## src/rtl/fetch_pkg.sv

```systemverilog
// fetch_pkg: shared types and constants for the instruction-fetch sequencer.
package fetch_pkg;
  typedef enum logic [1:0] {IDLE, RUN, FAULT} fetch_state_t;
  localparam int WORD_BYTES = 4;
  localparam logic [31:0] DEFAULT_RESET_PC = 32'h0;
  typedef struct packed {
    logic [31:0] pc;
    logic [31:0] instr;
  } fetch_entry_t;
endpackage

```

## src/rtl/fetch_sequencer_if.sv

```systemverilog
// fetch_sequencer_if: control, instruction-memory and decode-side signals of the fetch sequencer.
interface fetch_sequencer_if #(parameter int ADDR_WIDTH = 32, parameter int DATA_WIDTH = 32);
  logic                  fetch_en;
  logic                  redirect_valid;
  logic [ADDR_WIDTH-1:0] redirect_pc;
  logic [ADDR_WIDTH-1:0] imem_addr;
  logic [DATA_WIDTH-1:0] imem_rdata;
  logic                  out_valid;
  logic                  out_ready;
  logic [DATA_WIDTH-1:0] out_instr;
  logic [ADDR_WIDTH-1:0] out_pc;
  logic                  fault;
  logic [ADDR_WIDTH-1:0] fault_pc;
  modport master (
    input  fetch_en, redirect_valid, redirect_pc, imem_rdata, out_ready,
    output imem_addr, out_valid, out_instr, out_pc, fault, fault_pc
  );
  modport slave (
    output fetch_en, redirect_valid, redirect_pc, imem_rdata, out_ready,
    input  imem_addr, out_valid, out_instr, out_pc, fault, fault_pc
  );
endinterface

```

## src/rtl/fetch_fifo.sv

```systemverilog
// fetch_fifo: synchronous prefetch FIFO with flush and occupancy count.
module fetch_fifo #(
  parameter int WIDTH = 64,
  parameter int DEPTH = 2,
  localparam int PW = $clog2(DEPTH),
  localparam int CW = PW + 1
) (
  input  logic             clk,
  input  logic             rst_n,
  input  logic             push,
  input  logic             pop,
  input  logic             flush,
  input  logic [WIDTH-1:0] wdata,
  output logic [WIDTH-1:0] rdata,
  output logic             full,
  output logic             empty,
  output logic [CW-1:0]    count
);
  logic [WIDTH-1:0] mem [DEPTH];
  logic [PW-1:0]    wr_ptr, rd_ptr;
  assign rdata = mem[rd_ptr];
  assign full  = count == CW'(DEPTH);
  assign empty = count == '0;
  always_ff @(posedge clk)
    if (push) mem[wr_ptr] <= wdata;
  always_ff @(posedge clk or negedge rst_n) begin
    if (!rst_n) begin
      wr_ptr <= '0;
      rd_ptr <= '0;
      count  <= '0;
    end else if (flush) begin
      wr_ptr <= '0;
      rd_ptr <= '0;
      count  <= '0;
    end else begin
      wr_ptr <= push ? wr_ptr + PW'(1) : wr_ptr;
      rd_ptr <= pop ? rd_ptr + PW'(1) : rd_ptr;
      count  <= count + CW'(push) - CW'(pop);
    end
  end
endmodule

```

## src/rtl/fetch_sequencer.sv

```systemverilog
// fetch_sequencer: PC/FSM control feeding a prefetch FIFO from a combinational instruction memory.
module fetch_sequencer
  import fetch_pkg::*;
#(
  parameter int                    ADDR_WIDTH = 32,
  parameter int                    DATA_WIDTH = 32,
  parameter int                    NUM_WORDS  = 128,
  parameter logic [ADDR_WIDTH-1:0] RESET_PC   = DEFAULT_RESET_PC,
  parameter int                    FIFO_DEPTH = 2
) (
  input logic              clk,
  input logic              rst_n,
  fetch_sequencer_if.master bus
);
  localparam int CW = $clog2(FIFO_DEPTH) + 1;
  fetch_state_t                     state, state_nx;
  logic [ADDR_WIDTH-1:0]            pc, pc_nx, fault_pc, fault_pc_nx, word_idx, tgt_idx;
  logic                             pc_ok, tgt_aligned, tgt_ok, pop, push, fifo_full, fifo_empty;
  logic [CW-1:0]                    fifo_count;
  logic [ADDR_WIDTH+DATA_WIDTH-1:0] head;
  assign word_idx    = {2'b00, pc[ADDR_WIDTH-1:2]};
  assign tgt_idx     = {2'b00, bus.redirect_pc[ADDR_WIDTH-1:2]};
  assign pc_ok       = pc[1:0] == 2'b00 && word_idx < ADDR_WIDTH'(NUM_WORDS);
  assign tgt_aligned = bus.redirect_pc[1:0] == 2'b00;
  assign tgt_ok      = tgt_aligned && tgt_idx < ADDR_WIDTH'(NUM_WORDS);
  assign pop         = bus.out_valid && bus.out_ready;
  assign push        = state == RUN && bus.fetch_en && !bus.redirect_valid && pc_ok && (!fifo_full || pop);
  always_comb begin
    state_nx    = state;
    pc_nx       = push ? pc + ADDR_WIDTH'(WORD_BYTES) : pc;
    fault_pc_nx = fault_pc;
    if (bus.redirect_valid) begin
      pc_nx = bus.redirect_pc;
      // Leaving FAULT needs a target that is both aligned and inside the memory.
      if (!tgt_aligned || (state == FAULT && !tgt_ok)) begin
        state_nx    = FAULT;
        fault_pc_nx = bus.redirect_pc;
      end else if (state == FAULT) state_nx = bus.fetch_en ? RUN : IDLE;
    end else if (state == IDLE) state_nx = bus.fetch_en ? RUN : IDLE;
    else if (state == RUN) begin
      if (!pc_ok) begin
        state_nx    = FAULT;
        fault_pc_nx = pc;
      end else if (!bus.fetch_en) state_nx = IDLE;
    end
  end
  always_ff @(posedge clk or negedge rst_n) begin
    if (!rst_n) begin
      state    <= IDLE;
      pc       <= RESET_PC;
      fault_pc <= '0;
    end else begin
      state    <= state_nx;
      pc       <= pc_nx;
      fault_pc <= fault_pc_nx;
    end
  end
  fetch_fifo #(.WIDTH(ADDR_WIDTH + DATA_WIDTH), .DEPTH(FIFO_DEPTH)) u_fifo (
    .clk   (clk),
    .rst_n (rst_n),
    .push  (push),
    .pop   (pop),
    .flush (bus.redirect_valid),
    .wdata ({pc, bus.imem_rdata}),
    .rdata (head),
    .full  (fifo_full),
    .empty (fifo_empty),
    .count (fifo_count)
  );
  always_ff @(posedge clk)
    assert (fifo_count <= CW'(FIFO_DEPTH));
  assign bus.imem_addr = word_idx;
  assign bus.out_valid = !fifo_empty;
  assign bus.out_pc    = fifo_empty ? '0 : head[ADDR_WIDTH+DATA_WIDTH-1:DATA_WIDTH];
  assign bus.out_instr = fifo_empty ? '0 : head[DATA_WIDTH-1:0];
  assign bus.fault     = state == FAULT;
  assign bus.fault_pc  = fault_pc;
endmodule

```

## src/flat_wrapper.sv

```systemverilog
// flat-port wrapper written by rule: the top's interface ports become plain ports
module fetch_sequencer_flat import fetch_pkg::*;
#(
  parameter int                    ADDR_WIDTH = 32,
  parameter int                    DATA_WIDTH = 32,
  parameter int                    NUM_WORDS  = 128,
  parameter logic [ADDR_WIDTH-1:0] RESET_PC   = DEFAULT_RESET_PC,
  parameter int                    FIFO_DEPTH = 2
)
  (clk, rst_n, bus_fetch_en, bus_redirect_valid, bus_redirect_pc, bus_imem_rdata, bus_out_ready, bus_imem_addr, bus_out_valid, bus_out_instr, bus_out_pc, bus_fault, bus_fault_pc);
  fetch_sequencer_if #(.ADDR_WIDTH(ADDR_WIDTH), .DATA_WIDTH(DATA_WIDTH)) bus_i ();
  input logic clk;
  input logic rst_n;
  input wire logic [$bits(bus_i.fetch_en)-1:0] bus_fetch_en;
  input wire logic [$bits(bus_i.redirect_valid)-1:0] bus_redirect_valid;
  input wire logic [$bits(bus_i.redirect_pc)-1:0] bus_redirect_pc;
  input wire logic [$bits(bus_i.imem_rdata)-1:0] bus_imem_rdata;
  input wire logic [$bits(bus_i.out_ready)-1:0] bus_out_ready;
  output wire logic [$bits(bus_i.imem_addr)-1:0] bus_imem_addr;
  output wire logic [$bits(bus_i.out_valid)-1:0] bus_out_valid;
  output wire logic [$bits(bus_i.out_instr)-1:0] bus_out_instr;
  output wire logic [$bits(bus_i.out_pc)-1:0] bus_out_pc;
  output wire logic [$bits(bus_i.fault)-1:0] bus_fault;
  output wire logic [$bits(bus_i.fault_pc)-1:0] bus_fault_pc;
  assign bus_i.fetch_en = bus_fetch_en;
  assign bus_i.redirect_valid = bus_redirect_valid;
  assign bus_i.redirect_pc = bus_redirect_pc;
  assign bus_i.imem_rdata = bus_imem_rdata;
  assign bus_i.out_ready = bus_out_ready;
  assign bus_imem_addr = bus_i.imem_addr;
  assign bus_out_valid = bus_i.out_valid;
  assign bus_out_instr = bus_i.out_instr;
  assign bus_out_pc = bus_i.out_pc;
  assign bus_fault = bus_i.fault;
  assign bus_fault_pc = bus_i.fault_pc;
  fetch_sequencer #(.ADDR_WIDTH(ADDR_WIDTH), .DATA_WIDTH(DATA_WIDTH), .NUM_WORDS(NUM_WORDS), .RESET_PC(RESET_PC), .FIFO_DEPTH(FIFO_DEPTH)) u_core (.clk(clk), .rst_n(rst_n), .bus(bus_i));
endmodule
```

## config.mk

```make
export PLATFORM = sky130hd
export DESIGN_NAME = fetch_sequencer_flat
export DESIGN_NICKNAME = d
export VERILOG_FILES = /design/src/rtl/fetch_pkg.sv /design/src/rtl/fetch_sequencer_if.sv /design/src/rtl/fetch_fifo.sv /design/src/rtl/fetch_sequencer.sv /design/src/flat_wrapper.sv
export SDC_FILE = /design/constraint.sdc
export NUM_CORES = 1
export LEC_CHECK = 0
export CAP_MARGIN = 20
export CORE_MARGIN = 8
export CORE_UTILIZATION = 24
export DETAILED_ROUTE_END_ITERATION = 8
export GPL_TIMING_DRIVEN = 0
export PLACE_DENSITY = 0.54
export SLEW_MARGIN = 5
export SYNTH_ARGS = -nofsm -noshare
export SYNTH_HDL_FRONTEND = slang
export SYNTH_SLANG_ARGS = --single-unit
```

## constraint.sdc

```tcl
create_clock -name clk -period 14 [get_ports clk]
set_input_delay 2.1 -clock clk [delete_from_list [all_inputs] [get_ports clk]]
set_output_delay 2.1 -clock clk [all_outputs]
set_load 0.02 [all_outputs]
```

Word-level counts from Yosys, hierarchy flattened
Memory sizes are Yosys's and may differ from the RTL's.
Index checks and enable logic that the tools add are counted.
{ "word_totals": {"reg_bits": 70, "latchBits": 0, "ramBits": 128, "romBits": 0, "input_bits": 69, "out_inout_bits": 130, "elab_cells": 71, "mem_count": 1} }
{ "memory_table": {"columns": ["name", "words", "width", "rd", "rd_ports_with_merged_regs", "write_ports", "line_no", "rtl"], "rows": [
  ["u_core.u_fifo.mem", 2, 64, 1, 0, 1, "fetch_fifo.sv:19", "logic [WIDTH-1:0] mem [DEPTH];"]
]} }
{ "classes": {"addsub": 5, "multipliers": 0, "div_mod_pow": 0, "magnitude_cmp": 2, "eq_ne": 8, "shifts": 0, "muxes": 24, "n_bitwise": 0, "reduce_logical": 25} }
{ "ops": {"columns": ["op", "count"], "rows": [
  ["$mux 32", 9],
  ["$lt 30x8->1 const B", 2],
  ["$add 32x3->32 const B", 1],
  ["$mux 2", 8],
  ["$logic_and 1x1->1", 8],
  ["$logic_not 2->1", 4],
  ["$mux 1", 7],
  ["$reduce_bool 2->1", 3],
  ["$logic_not 1->1", 5],
  ["$eq 2x2->1 const B", 2],
  ["$ne 2x2->1 const B", 2],
  ["$ne 4x4->1 const B", 1],
  ["$reduce_and 4->1", 1],
  ["$ne 3x1->1 const B", 1],
  ["$reduce_and 3->1", 1],
  ["$reduce_bool 3->1", 1],
  ["$add 1x1->1 const B", 2],
  ["$add 2x1->2", 1],
  ["$eq 2x1->1 const B", 1],
  ["$logic_or 1x1->1", 2],
  ["$ne 2x1->1 const B", 1],
  ["$sub 2x1->2", 1]
]} }

Longest topological paths before layout
{ "logic_depth": {"word_depth": 8, "mapped_depth": 9, "ltp_nobuf": 9} }

Hierarchy
Synthesis repeated with hierarchy kept, for this count alone.
{ "unflattened": {"cells_unflattened": 542, "hier_area_um2": 8764.7} }
{ "modules_own_cells": {"columns": ["module", "instances", "cells_per_inst", "area_per_inst_um2"], "rows": [
  ["fetch_fifo", 1, 218, 5037.3],
  ["fetch_sequencer", 1, 324, 3727.3]
]} }

Worst setup path before layout
Ideal clock, no wire load.
{ "synth_path": {"path_type": "in2reg", "from": "input port bus_redirect_valid", "to": "memory u_core.u_fifo.mem[0][0], enable pin", "setup_ns": 0.486, "arrival_ns": 5.764, "t_required_ns": 13.514, "slack_ns": 7.750, "cell_stages": 5, "path_buffers": 1, "path_cell_list": "buf_2 > nor3b_1 > nand2_1 > or3_1 > nor2_1"} }
{ "synth_between": {"elab_chain_len": 6} }
{ "synth_lines": {"columns": ["element", "line_no", "rtl"], "rows": [
  ["start, declared", "flat_wrapper.sv:15", "input wire logic [$bits(bus_i.redirect_valid)-1:0] bus_redirect_valid;"],
  ["$logic_not 1->1", "fetch_sequencer.sv:27", "assign push = state == RUN && bus.fetch_en && !bus.redirect_valid && pc_ok && (!fifo_full || pop);"],
  ["$logic_and 1x1->1 (3 in series)", "fetch_sequencer.sv:27", null],
  ["$mux 1", "fetch_fifo.sv:25", "if (push) mem[wr_ptr] <= wdata;"],
  ["$mux 1 (not written as such)", "fetch_fifo.sv:25", null],
  ["end, declared", "fetch_fifo.sv:19", null]
]} }
No other way between the ends.

Final worst setup path
{ "layout_path": {"from": "register u_core.u_fifo.rd_ptr", "to": "output port bus_out_pc[10]"} }
{ "layout_between": {"elab_chain_len": 2} }
{ "layout_lines": {"columns": ["element", "line_no", "rtl"], "rows": [
  ["start, declared", "fetch_fifo.sv:20", "logic [PW-1:0] wr_ptr, rd_ptr;"],
  ["start signal, assigned", "fetch_fifo.sv:37", "rd_ptr <= pop ? rd_ptr + PW'(1) : rd_ptr;"],
  ["$mem_v2 2x64", null, null],
  ["$mux 32", "fetch_sequencer.sv:74", "assign bus.out_pc = fifo_empty ? '0 : head[ADDR_WIDTH+DATA_WIDTH-1:DATA_WIDTH];"],
  ["end, declared", "flat_wrapper.sv:22", "output wire logic [$bits(bus_i.out_pc)-1:0] bus_out_pc;"]
]} }
No other way between the ends.

==> metrics.md <==
| Metric | Value |
|---|---|
| Status | finished clean |
| Sw frac | 0.250 |
| CP Max Fanout | 10 |
| Final net count | 840 |
| Die height | 202 µm |
| P_leak | 4.06 nW |
| Number of I/O pins | 199 |
| Ant. Diodes | 0 |
| Clk root buf | clkbuf_16 |
| Max Slew Vio Count | 0 |
| H-tree depth | 4 |
| Post-synthesis adder-cell area fraction | 0.00300 |
| Sequential area share after synthesis | 0.671 |
| Commonest non-fill, non-tap cell in the layout | clkdlybuf4s50_1 |
| Largest family of logic cells by synthesized area | multiplexers |
| CTS max path bufs | 2 |
| Synthesized area per cell | 15.2 µm² |
| Max cap viols | 0 |
| Top FF cell, synth | edfxtp_1 |
| Initial Util | 0.243 |
| EDFF count, synth | 128 |
| Buffers inserted by post-CTS timing repair | 0 |
| Simple-gate portion of the synthesized area | 0.0795 |
| CP required | 11.90 ns |
| Crit end category | output pin |
| Synth warnings | 0 |
| Worst-path clk slew | 0.08 ns |
| Startpoint types | flip-flop |
| Gate Count Post-Synth | 549 |
| Synth unique cells | 51 |
| VDD IR max | 0.0000806 V |
| Layout cell share with drive strength beyond 1 | 0.189 |
| Full die area | 0.0410 mm² |
| Worst-Skew Late Latency | 0.43 ns |
| Mux share of post-synthesis cell area | 0.171 |
| PortBufs | 196 |
| Min Tclk post-route | 4.98 ns |
| Synthesis-stage register bit count | 198 |
| TritonCTS Buffers | 17 |
| Relative slew slack | 0.405 |
| # resized after CTS | 0 |
| Kind of critical path | reg2out |
| Least-Margin Pin Slew | 0.892 ns |
| Drt total wl | 23.3 mm |
| Via density | 4.12 |
| FMAX | 201 MHz |
| Leading area contributor after synthesis | edfxtp_1 |
| Detailed Route Iter0 Violations | 191 |
| Area after DPL | 0.0110 mm² |
| GPL Wtd Cong | 0.688 |
| Most frequent cells in the layout | clkdlybuf4s50_1 (195), edfxtp_1 (128), nor2_1 (75) |
| Number of vias in the routed layout | 5095 |
| Drt pass-1 iters | 6 |
| Mapped cell area | 0.00834 mm² |
| Post-synth top area share | 0.461 |
| CTS tree | done |
| Dominant cells by area after synthesis | edfxtp_1 (46%), dfrtp_1 (21%), mux2i_1 (7.7%), mux2_4 (5.4%), mux2_2 (4.1%) |
| Worst EP arrival | 2.88 ns |
| Cell row count | 68 |
| CTS sink cnt | 198 |
| Final worst path period share | 0.355 |
| Largest net degree at the start of global routing | 47 |
| HP Class | reg2reg |
| Post-route DRC violation count | 0 |
| Layout area overhead | 38.9% |
| Final clock skew | 0.0116 ns |
| Fin area | 0.0116 mm² |
| DIE WIDTH | 202 µm |
| Post-synthesis compound-gate area fraction | 0.0204 |
| Antenna violations before repair | 0 |
| Fin. Hold Viols | 0 |
| Tot GR Track Use | 0.113 |
| Core area | 0.0344 mm² |
| First-pass GRT wire length | 34.9 mm |
| Post-route ant nets | 0 |
| Hpwl dp | 17.0 mm |
| Clk pwr share | 0.373 |
| Hold_buf cts | 0 |
| DR WL/cell | 18.8 µm |
| Int Power | 1.02 mW |
| Logic pwr share | 0.128 |
| Flop pwr share | 0.499 |
| Fraction of registers with async set or reset after synthesis | 0.354 |
| GR Overflow Total | 0 |
| RSZ-0062 raised after global routing | false |
| Final number of setup-violating endpoints | 0 |
| PD cells | 117 mW/mm² |
| Synth Area in XOR/XNOR | 0.00630 |
| Vias in the first global route | 5388 |
| Fin Setup TNS | 0 ns |
| Sw power | 339 µW |
==> cell type report <==
type,instances,area (µm²)
repair buffers,200,2060
multi-input cells,292,2360
fillers,3405,22800
plain buffers,54,375
clock inverters,15,170
inverters,6,22.5
clock buffers,17,425
well taps,455,569
flip-flops and latches,198,5600
==> through the flow <==
step | power, mW | worst slack [ns] | cells | hold slack (ns) | util
floorplan | 0.767 | 7.75 | 550 | 0.461 | -
global placement | 0.864 | 4.99 | 1201 | 0.491 | 0.316
detailed placement | 0.865 | 8.76 | 1205 | 0.493 | 0.319
CTS | 1.38 | 8.85 | 1237 | 0.513 | 0.337
global route | 1.41 | 8.82 | 1237 | 0.526 | 0.337
finish | 1.36 | 9.02 | 1237 | 0.511 | 0.337
==> Yosys cell counts (4+ instances only) <==
cell type  instances
buf_4             32
clkbuf_1           6
nand2_1           13
buf_1             10
nor4_1            10
xnor2_1            5
mux2_2            30
dfrtp_1           70
mux2_4            30
o21ai_0            5
mux2i_1           64
inv_1              5
nor2_1            76
nor3_1             4
nand3_1           10
edfxtp_1         128
==> state kept, by name, indices dropped and copies added (netlist names) <==
| signal | count |
|---|---|
| u_core.u_fifo.wr_ptr | 1 |
| u_core.pc | 32 |
| u_core.state | 2 |
| u_core.u_fifo.mem | 128 |
| u_core.u_fifo.rd_ptr | 1 |
| u_core.u_fifo.count | 2 |
| u_core.bus.fault_pc | 32 |
==> path summary, 6_finish.rpt <==
kind	start	endpoint	slack [ns]	cells past startpoint
worst max-delay path	u_core.u_fifo.rd_ptr$_DFFE_PN0P_	bus_out_pc[10]	9.02	5
worst min-delay path	u_core.bus.fault_pc[23]$_DFFE_PN0P_	u_core.bus.fault_pc[23]$_DFFE_PN0P_	0.51	1
worst max register to register	u_core.pc[16]$_DFFE_PN0P_	u_core.u_fifo.mem[0][15]$_DFFE_PP_	10.69	6
worst min register to register	u_core.bus.fault_pc[23]$_DFFE_PN0P_	u_core.bus.fault_pc[23]$_DFFE_PN0P_	0.51	1
max in group asynchronous	rst_n	u_core.pc[6]$_DFFE_PN0P_	11.82	2
min in group asynchronous	rst_n	u_core.bus.fault_pc[19]$_DFFE_PN0P_	1.62	1
==> cell families (layout without fill, tap and decap cells) <==
| family | after synthesis | after routing |
|---|---|---|
| flops | 198 | 198 |
| simple gates | 135 | 135 |
| mux | 124 | 124 |
| buf+inv | 60 | 292 |
| compound gates | 23 | 23 |
| xor+xnor | 6 | 6 |
| fa+ha+maj | 2 | 2 |
| other cells | 1 | 2 |
==> worst max-delay path, cell delays in order (launching register included) <==
cell and delay [ns]:
dfrtp_1 0.40, buf_2 0.31, buf_1 0.71, mux2i_1 0.26, nor2_1 0.15, clkdlybuf4s50_1 0.61
==> layer usage <==
metal / vias up / global-route usage / share of wire
li1: 2413 / - / -
met1: 2547 / 0.146 / 0.46
met2: 127 / 0.183 / 0.48
met3: 8 / 0.0335 / 0.055
met4: 0 / 0.0295 / 0.0085
met5: - / 0 / 0
==> power groups by stage <==
stage / sequential, mW / combinational, mW / clock, mW
finish: 0.676 / 0.174 / 0.506
global placement: 0.689 / 0.175 / 0
detailed placement: 0.689 / 0.176 / 0
global route: 0.681 / 0.185 / 0.543
CTS: 0.677 / 0.177 / 0.522
floorplan: 0.697 / 0.0701 / 0
(Power assumes the default switching activity.)
